[src/rtl/serial_subtractor_if.sv]
// Operand/result bundle for the bit-serial subtractor.
// Handshake: start is sampled only while busy=0 and captures a/b/bin on that edge; busy stays high
// until the operation retires, and done pulses for one cycle when diff/bout/ovf have just been updated.
interface serial_subtractor_if #(
  parameter int WIDTH = 4
);
  logic             start;
  logic [WIDTH-1:0] a;
  logic [WIDTH-1:0] b;
  logic             bin;
  logic             busy;
  logic             done;
  logic [WIDTH-1:0] diff;
  logic             bout;
  logic             ovf;

  modport master (
    output start, a, b, bin,
    input  busy, done, diff, bout, ovf
  );

  modport slave (
    input  start, a, b, bin,
    output busy, done, diff, bout, ovf
  );
endinterface

[src/rtl/serial_subtractor.sv]
// Bit-serial subtractor: diff = a - b - bin over WIDTH cycles, LSB first.
// Results, borrow-out and overflow are held in registers until the next operation retires.
module serial_subtractor #(
  parameter int WIDTH = 4
) (
  input  logic                 clk,
  input  logic                 rst_n,
  serial_subtractor_if.slave   bus,
  output logic [1:0]           dbg_state
);
  localparam int CW = $clog2(WIDTH);

  typedef enum logic [1:0] {
    S_IDLE  = 2'd0,
    S_SHIFT = 2'd1,
    S_DONE  = 2'd2
  } state_t;

  state_t           state_q, state_d;
  logic [WIDTH-1:0] a_sh_q, a_sh_d;
  logic [WIDTH-1:0] b_sh_q, b_sh_d;
  logic [WIDTH-1:0] res_q, res_d;
  logic [WIDTH-1:0] diff_q, diff_d;
  logic [CW-1:0]    cnt_q, cnt_d;
  logic             borrow_q, borrow_d;
  logic             a_msb_q, a_msb_d;
  logic             b_msb_q, b_msb_d;
  logic             bout_q, bout_d;
  logic             ovf_q, ovf_d;
  logic             busy_q, busy_d;
  logic             done_q, done_d;

  logic             x_bit, y_bit, d_bit, borrow_nxt;
  logic [WIDTH-1:0] res_nxt;

  always_comb begin
    x_bit      = a_sh_q[0];
    y_bit      = b_sh_q[0];
    d_bit      = x_bit ^ y_bit ^ borrow_q;
    borrow_nxt = (~x_bit & y_bit) | (~(x_bit ^ y_bit) & borrow_q);
    res_nxt    = {d_bit, res_q[WIDTH-1:1]};

    state_d  = state_q;
    a_sh_d   = a_sh_q;
    b_sh_d   = b_sh_q;
    res_d    = res_q;
    diff_d   = diff_q;
    cnt_d    = cnt_q;
    borrow_d = borrow_q;
    a_msb_d  = a_msb_q;
    b_msb_d  = b_msb_q;
    bout_d   = bout_q;
    ovf_d    = ovf_q;

    case (state_q)
      S_IDLE: begin
        if (bus.start) begin
          state_d  = S_SHIFT;
          a_sh_d   = bus.a;
          b_sh_d   = bus.b;
          borrow_d = bus.bin;
          cnt_d    = '0;
          a_msb_d  = bus.a[WIDTH-1];
          b_msb_d  = bus.b[WIDTH-1];
        end
      end
      S_SHIFT: begin
        a_sh_d   = a_sh_q >> 1;
        b_sh_d   = b_sh_q >> 1;
        res_d    = res_nxt;
        borrow_d = borrow_nxt;
        if (cnt_q == CW'(WIDTH - 1)) begin
          // Last bit: d_bit is the result MSB, so overflow is decided here.
          state_d = S_DONE;
          diff_d  = res_nxt;
          bout_d  = borrow_nxt;
          ovf_d   = (a_msb_q ^ b_msb_q) & (d_bit ^ a_msb_q);
        end else begin
          cnt_d = cnt_q + CW'(1);
        end
      end
      S_DONE: begin
        state_d = S_IDLE;
      end
      default: begin
        state_d = S_IDLE;
      end
    endcase

    busy_d = (state_d != S_IDLE);
    done_d = (state_d == S_DONE);
  end

  always_ff @(posedge clk or negedge rst_n) begin
    if (!rst_n) begin
      state_q  <= S_IDLE;
      a_sh_q   <= '0;
      b_sh_q   <= '0;
      res_q    <= '0;
      diff_q   <= '0;
      cnt_q    <= '0;
      borrow_q <= 1'b0;
      a_msb_q  <= 1'b0;
      b_msb_q  <= 1'b0;
      bout_q   <= 1'b0;
      ovf_q    <= 1'b0;
      busy_q   <= 1'b0;
      done_q   <= 1'b0;
    end else begin
      state_q  <= state_d;
      a_sh_q   <= a_sh_d;
      b_sh_q   <= b_sh_d;
      res_q    <= res_d;
      diff_q   <= diff_d;
      cnt_q    <= cnt_d;
      borrow_q <= borrow_d;
      a_msb_q  <= a_msb_d;
      b_msb_q  <= b_msb_d;
      bout_q   <= bout_d;
      ovf_q    <= ovf_d;
      busy_q   <= busy_d;
      done_q   <= done_d;
    end
  end

  assign bus.busy  = busy_q;
  assign bus.done  = done_q;
  assign bus.diff  = diff_q;
  assign bus.bout  = bout_q;
  assign bus.ovf   = ovf_q;
  assign dbg_state = state_q;
endmodule

[src/flat_wrapper.sv]
// flat-port wrapper written by rule: the top's interface ports become plain ports
module serial_subtractor_flat 
#(
  parameter int WIDTH = 4
)
  (clk, rst_n, dbg_state, bus_start, bus_a, bus_b, bus_bin, bus_busy, bus_done, bus_diff, bus_bout, bus_ovf);
  serial_subtractor_if #(.WIDTH(WIDTH)) bus_i ();
  input  logic clk;
  input  logic rst_n;
  output logic [1:0] dbg_state;
  input wire logic [$bits(bus_i.start)-1:0] bus_start;
  input wire logic [$bits(bus_i.a)-1:0] bus_a;
  input wire logic [$bits(bus_i.b)-1:0] bus_b;
  input wire logic [$bits(bus_i.bin)-1:0] bus_bin;
  output wire logic [$bits(bus_i.busy)-1:0] bus_busy;
  output wire logic [$bits(bus_i.done)-1:0] bus_done;
  output wire logic [$bits(bus_i.diff)-1:0] bus_diff;
  output wire logic [$bits(bus_i.bout)-1:0] bus_bout;
  output wire logic [$bits(bus_i.ovf)-1:0] bus_ovf;
  assign bus_i.start = bus_start;
  assign bus_i.a = bus_a;
  assign bus_i.b = bus_b;
  assign bus_i.bin = bus_bin;
  assign bus_busy = bus_i.busy;
  assign bus_done = bus_i.done;
  assign bus_diff = bus_i.diff;
  assign bus_bout = bus_i.bout;
  assign bus_ovf = bus_i.ovf;
  serial_subtractor #(.WIDTH(WIDTH)) u_core (.clk(clk), .rst_n(rst_n), .bus(bus_i), .dbg_state(dbg_state));
endmodule
[config.mk]
export PLATFORM = sky130hd
export DESIGN_NAME = serial_subtractor_flat
export DESIGN_NICKNAME = d
export VERILOG_FILES = /design/src/rtl/serial_subtractor_if.sv /design/src/rtl/serial_subtractor.sv /design/src/flat_wrapper.sv
export SDC_FILE = /design/constraint.sdc
export NUM_CORES = 1
export LEC_CHECK = 0
export CAP_MARGIN = 20
export CORE_MARGIN = 1.5
export CORE_UTILIZATION = 53
export DETAILED_ROUTE_END_ITERATION = 8
export PLACE_DENSITY = 0.92
export SLEW_MARGIN = 20
export SYNTH_ARGS = -nofsm -noshare
export SYNTH_HDL_FRONTEND = slang
export SYNTH_SLANG_ARGS = --single-unit
[constraint.sdc]
create_clock -name clk -period 2.43 [get_ports clk]
set_input_delay 0.729 -clock clk [delete_from_list [all_inputs] [get_ports clk]]
set_output_delay 0.729 -clock clk [all_outputs]
set_load 0.005 [all_outputs]
==> metrics.txt, run 1 <==
largest net degree at the start of global routing 27; ordered list of cells on the worst path clkdlybuf4s50_1; PnR Total Power 1.73 mW; DR vias/cell 5.33; largest family of logic cells by synthesized area compound AO/OA/AOI/OAI gates; cell type with the largest total area after synthesis sky130_fd_sc_hd__dfrtp_1; hold wc startpoint u_core.b_sh_q[2]; number of detailed-route iterations in the first pass 4; type of the most critical hold path flop to flop; Nets 129; worst slew margin relative to its limit 67.3%; ratio of total power to cell area 1230 nW/um^2; CP Capture Type output pin; Seq cells post-synth 26; first-pass GRT wire length 3540 um; delay of the slowest cell on the worst path 0.64 ns; Mapped Cells 89; register-to-register setup slack 0.90 ns; root cell of the clock tree sky130_fd_sc_hd__clkbuf_4; leakage dissipation 0.639 nW; simple-gate share of the synthesized area 9.03%; final setup TNS 0 ns; Endpoint, Worst Hold u_core.b_sh_q[2]; Post-synth EDFFs 0; initial standard-cell utilization of the core 56.6%; number of antenna violations at the first check in global routing 0; Post-CTS Resized 0; number of warnings issued by yosys 0; Die Area 2400 um^2; Tightest Pin Transition 0.490 ns; top cells by count, synth 26 x sky130_fd_sc_hd__dfrtp_1, 10 x sky130_fd_sc_hd__mux2_2, 9 x sky130_fd_sc_hd__o21ai_0; setup repair bufs after CTS 0; R2R Path Start u_core.dbg_state[1]; overflow left after global routing 0; max-cap violations 0; dominant delay contributor by cell family on the critical path flip-flops; vias in the first global route 819; Finished Cell Area 1410 um^2; worst clock skew 0.00308 ns; portion of netlist area occupied by mux cells 10.0%; Setup violations, final 0; most numerous cell in the Yosys netlist sky130_fd_sc_hd__dfrtp_1; number of max-slew violations in the final report 0; RSZ-0062 raised after global routing no; total placed instance area 1370 um^2; compound-gate portion of the synthesized area 16.5%; post-synthesis instance area 1120 um^2; nets in the synthesized netlist 103; Setup Crit Path Kind flop to output pin; Max Fanout on Critical Path 13; synthesized-area fraction occupied by adder cells 2.90%; clock sink total 26; Placer Congestion 0.753; worst r2r path cells 2; count of input and output buffers 21; TritonCTS clock tree done; min cycle time layout 2.27 ns; Crit Reg-Reg Endpoint u_core.res_q[1]; status finished clean; number of buffers and inverters on the critical path 1; Arr. time, crit path 1.54 ns; FFs w/ async S/R, synth 100%; CTS H-tree lvls 1; Iteration-0 DRC Markers 12; sum of net half-perimeters after detailed placement 1450 um; peak ir drop on the vdd network 759 uV; predominant post-synthesis flop cell sky130_fd_sc_hd__dfrtp_1; share of the yosys chip area belonging to registers 58.0%; clock latency on the worst-skew pair 0.31 ns; area growth from synthesis to layout 25.4%; Bufs on Longest Clock Path 2; clock-pin slew on the worst setup and hold paths 0.14 ns; via count 751; Final Cycle Share 93.4%; synthesized area divided by synthesized cell count 12.6 um^2; ratio of cells with drive above 1 in the final layout 18.4%; area inside the core boundary 1980 um^2; Hold Buf Count CTS 0; main area contributors after synthesis sky130_fd_sc_hd__dfrtp_1 58%, sky130_fd_sc_hd__mux2_2 10%, sky130_fd_sc_hd__a22oi_1 4.7%, sky130_fd_sc_hd__o21ai_0 4.0%, sky130_fd_sc_hd__a22o_1 3.9%; antenna fix cells 0; wire length reported by the detailed router 1990 um; Worst path slowest cell sky130_fd_sc_hd__dfrtp_1; share of Yosys cell area claimed by the top area cell type 58.0%; Global Route Usage Sum 18.9%; kind of launch point of the worst setup path flop; Synth Area in XOR/XNOR 0%; maximum achievable frequency 0.441 GHz; number of buffers created by CTS 3; Residual DRC 0; drt wl/cell 14.1 um; required time of the worst setup path 1.70 ns; die height 49.0 um; distinct cell type count of the synthesized netlist 20; post-route ant nets 0; hold violation total from the final report 0; worst hold path stage count 2; number of placed I/O pins 22; Placement Rows 16; horizontal extent of the die 49.0 um
[where the power goes]
part | leakage, nW | switching (mW) | internal (mW) | total, mW
combinational | 0.294 | 0.319 | 0.443 | 0.761
sequential | 0.324 | 0.126 | 0.624 | 0.751
clock | 0.0210 | 0.122 | 0.0914 | 0.214
[logic make-up after synthesis]
logic type	count (synthesis)
simple gates	15
buf+inv	9
compound gates	27
fa+ha+maj	2
flops	26
mux	10
[worst max path at each step]
stage	start	endpoint	cells after the start
global placement	bus_start	u_core.b_msb_q	4
global route	u_core.dbg_state[1]	dbg_state[1]	1
floorplan	bus_start	u_core.a_msb_q	3
detailed placement	bus_start	u_core.a_msb_q	4
finish	u_core.dbg_state[1]	dbg_state[1]	1
CTS	u_core.dbg_state[1]	dbg_state[1]	1
[per-layer routing]
layer / wire length, um / GRT usage (%) / part of all wire, %
met2: 937 / 32.9 / 47
met4: 14 / 4.29 / 0.70
met1: 975 / 24.9 / 49
met5: 0 / 0 / 0
met3: 60 / 3.07 / 3.0
[state kept, by name, indices dropped and copies added (netlist names)]
| register | count |
|---|---|
| u_core.bus.diff | 4 |
| u_core.dbg_state | 2 |
| u_core.b_msb_q | 1 |
| u_core.cnt_q | 2 |
| u_core.bus.done | 1 |
| u_core.a_sh_q | 4 |
| u_core.bus.ovf | 1 |
| u_core.bus.busy | 1 |
| u_core.res_q | 3 |
| u_core.a_msb_q | 1 |
| u_core.borrow_q | 1 |
| u_core.bus.bout | 1 |
| u_core.b_sh_q | 4 |
[per-stage QoR]
stage	std cells	hold WS (ns)	setup slack (ns)	util, %
after detailed placement	137	0.483	0.373	69.2
final	141	0.512	0.161	71.0
after floorplan	89	0.433	0.946	-
after global placement	137	0.462	0.403	69.2
after global routing	141	0.541	0.0757	71.0
after CTS	141	0.514	0.163	71.0
[cell usage in the layout (no fill, tap or decap), drive strengths merged]
master / netlist / layout
dfrtp: 26 / 26
clkdlybuf4s50: 0 / 21
mux2: 10 / 10
o21ai: 9 / 9
a22oi: 7 / 7
inv: 6 / 6
nand2: 6 / 6
a22o: 5 / 5
nor2b: 5 / 5
clkbuf: 0 / 4
a21oi: 3 / 3
buf: 3 / 3
a2bb2oi: 2 / 2
nand3b: 1 / 1
o21bai: 1 / 1
and2b: 1 / 1
nor3b: 1 / 1
nor2: 1 / 1
fa: 1 / 1
ha: 1 / 1
[cell type report]
type	instances	area, um^2
Timing Repair Buffer	24	233
Clock buffer	4	36.3
Multi-Input combinational cell	54	432
Sequential cell	26	651
Inverter	6	22.5
Fill cell	149	574
Tap cell	27	33.8
(Power assumes the default switching activity.)
==> run 2, diff against run 1 <==
--- a/config.mk
+++ b/config.mk
@@ -7,9 +7,10 @@
 export LEC_CHECK = 0
 export CAP_MARGIN = 20
 export CORE_MARGIN = 1.5
-export CORE_UTILIZATION = 53
+export CORE_UTILIZATION = 49
+export CTS_CLUSTER_SIZE = 10
 export DETAILED_ROUTE_END_ITERATION = 8
-export PLACE_DENSITY = 0.92
+export PLACE_DENSITY = 0.86
 export SLEW_MARGIN = 20
 export SYNTH_ARGS = -nofsm -noshare
 export SYNTH_HDL_FRONTEND = slang
==> constraint.sdc (replaced) <==
create_clock -name clk -period 2.1 [get_ports clk]
set_input_delay 0.63 -clock clk [delete_from_list [all_inputs] [get_ports clk]]
set_output_delay 0.63 -clock clk [all_outputs]
set_load 0.005 [all_outputs]
==> run 2 against run 1 <==
  * Flip-flop and latch count unchanged
  * Combinational power grew 19%
  * Via count up 1.3%
  * Critical path type unchanged
  * Critical endpoint is now bus_ovf
==> metrics.txt, run 2 (synthesis gave the netlist of run 1 again) <==
slack of the critical path 0.273 ns (+0.112 ns); Sequential Area 651 um^2 (unchanged); dominant delay contributor by cell family on the critical path buffers and inverters; setup repair bufs after CTS 0 (unchanged); status finished clean; internal portion of total power 1.35 mW (+16%); Iteration-0 DRC Markers 11 (-1); PnR Total Power 2.01 mW (+16%); root cell of the clock tree sky130_fd_sc_hd__clkbuf_4; antenna fix cells 0 (unchanged); hold violation total from the final report 0 (unchanged); hold wc startpoint u_core.bus.bout; RSZ-0062 raised after global routing no; maximum achievable frequency 0.547 GHz; sequential fraction of design power 42.4% (-1.1 points); max-cap violations 0 (unchanged); largest net degree at the start of global routing 27 (unchanged); combinational cell fraction of total power 45.3% (+1.2 points); overflow left after global routing 0 (unchanged); Hold Buf Count CTS 0 (unchanged); R2R Path Start u_core.b_sh_q[0]; vias in the first global route 754 (-7.9%); clock-pin slew on the worst setup and hold paths 0.13 ns (about the same); register-to-register setup slack 0.58 ns (-0.32 ns); number of buffers and inverters on the critical path 1 (unchanged); tightest hold margin 0.492 ns (-0.0197 ns); kind of launch point of the worst setup path flop; number of antenna violations at the first check in global routing 0 (unchanged); via count 761 (+1.3%); area inside the core boundary 2190 um^2 (+11%); worst hold path stage count 2 (unchanged); wire length reported by the detailed router 2080 um (+4.6%); Nets 130 (+0.78%); TritonCTS clock tree done; ratio of cells with drive above 1 in the final layout 19.1% (+0.71 points); worst slew margin relative to its limit 70.0% (+2.8 points); # fillers 174 (+17%); Finished Core Util 64.6% (-6.4 points); clock latency on the worst-skew pair 0.32 ns (about the same); Residual DRC 0 (unchanged); drt wl/cell 14.5 um (+3.1%); post-route insts no fill 143 (+1.4%); count of input and output buffers 21 (unchanged); DR vias/cell 5.32 (about the same); Global Route Usage Sum 18.7% (-0.21 points); number of max-slew violations in the final report 0 (unchanged); number of buffers created by CTS 3 (unchanged); most common library cell in the layout ignoring fill and taps sky130_fd_sc_hd__dfrtp_1; peak ir drop on the vdd network 728 uV (-4.1%); Finished Cell Area 1420 um^2 (+0.62%); type of the most critical hold path flop to flop; CTS H-tree lvls 1 (unchanged); ratio of total power to cell area 1420 nW/um^2 (+16%); clock sink total 26 (unchanged); number of detailed-route iterations in the first pass 4 (unchanged); post-route ant nets 0 (unchanged); sum of net half-perimeters after detailed placement 1450 um (+0.24%); Post-CTS Resized 0 (unchanged); Endpoint, Worst Hold u_core.bus.bout; Die Area 2590 um^2 (+7.7%); Sw Ratio 32.8% (-0.087 points); P_sw 0.658 mW (+16%); required time of the worst setup path 1.47 ns (-0.23 ns); number of placed I/O pins 22 (unchanged); Setup violations, final 0 (unchanged); worst r2r path cells 5 (+3); Placer Congestion 0.794 (+5.5%); delay of the slowest cell on the worst path 0.50 ns (-0.14 ns); Bufs on Longest Clock Path 2 (unchanged); relative contribution of the clock network to total power 12.3% (about the same); Arr. time, crit path 1.20 ns (-0.34 ns); first-pass GRT wire length 3530 um (-0.40%); initial standard-cell utilization of the core 51.2% (-5.4 points); Final Cycle Share 87.0%; min cycle time layout 1.83 ns; Worst path slowest cell sky130_fd_sc_hd__clkdlybuf4s50_1; Max Fanout on Critical Path 2 (-11); total placed instance area 1380 um^2 (+0.64%); CP Capture Type output pin; area growth from synthesis to layout 26.2%; footprint of the multi-input gates 432 um^2 (unchanged); Crit Reg-Reg Endpoint u_core.bus.ovf; ordered list of cells on the worst path clkdlybuf4s50_1; highest-count cells in the layout ignoring fill and taps 26 x sky130_fd_sc_hd__dfrtp_1, 21 x sky130_fd_sc_hd__clkdlybuf4s50_1, 10 x sky130_fd_sc_hd__mux2_2, 9 x sky130_fd_sc_hd__o21ai_0, 7 x sky130_fd_sc_hd__a22oi_1; leakage dissipation 0.644 nW (+0.84%); Tightest Pin Transition 0.448 ns (-0.0418 ns); Placement Rows 17 (+1); setup slack after placement 0.148 ns (-0.225 ns); placed insts 139 (+1.5%); Setup Crit Path Kind flop to output pin; horizontal extent of the die 50.9 um (+3.8%); die height 50.9 um (+3.8%); final setup TNS 0 ns (unchanged); worst clock skew 0.00367 ns (+0.000592 ns)
## run 2: changes by cell type in the layout (fill, tap and decap cells not counted), sizes merged
cell / delta
buf: +1
## run 2: cell type report
| type | count | share of cell area, % |
|---|---|---|
| sequential | 26 | 45.9 |
| multi-input combinational | 54 | 30.5 |
| timing repair buffer | 25 | 17.0 |
| clock buffer | 4 | 2.56 |
| tap | 28 | 2.47 |
| inverter | 6 | 1.59 |
## run 2: how the worst max path moves through the flow
stage | startpoint | endpoint | slack [ns] | cells past startpoint
after floorplan | bus_start | u_core.a_msb_q | 0.72 | 3
after global placement | bus_start | u_core.b_msb_q | 0.17 | 4
after detailed placement | bus_start | u_core.a_msb_q | 0.15 | 4
after CTS | u_core.bus.ovf | bus_ovf | 0.26 | 1
after global routing | u_core.dbg_state[0] | dbg_state[0] | 0.22 | 1
final | u_core.bus.ovf | bus_ovf | 0.27 | 1
## run 2: metal layers
metal	track usage (%)	vias up	wire length [um]
met5	0	-	0
met1	24.9	364	909
met3	2.05	6	82
met2	29.8	21	1030
li1	-	370	-
met4	10.8	0	56
## run 2: power groups by stage
stage | clock network (mW) | registers, mW | logic (mW)
floorplan | 0 | 0.858 | 0.565
global placement | 0 | 0.849 | 0.876
detailed placement | 0 | 0.862 | 0.907
CTS | 0.255 | 0.851 | 0.921
global route | 0.270 | 0.881 | 1.00
finish | 0.246 | 0.851 | 0.908
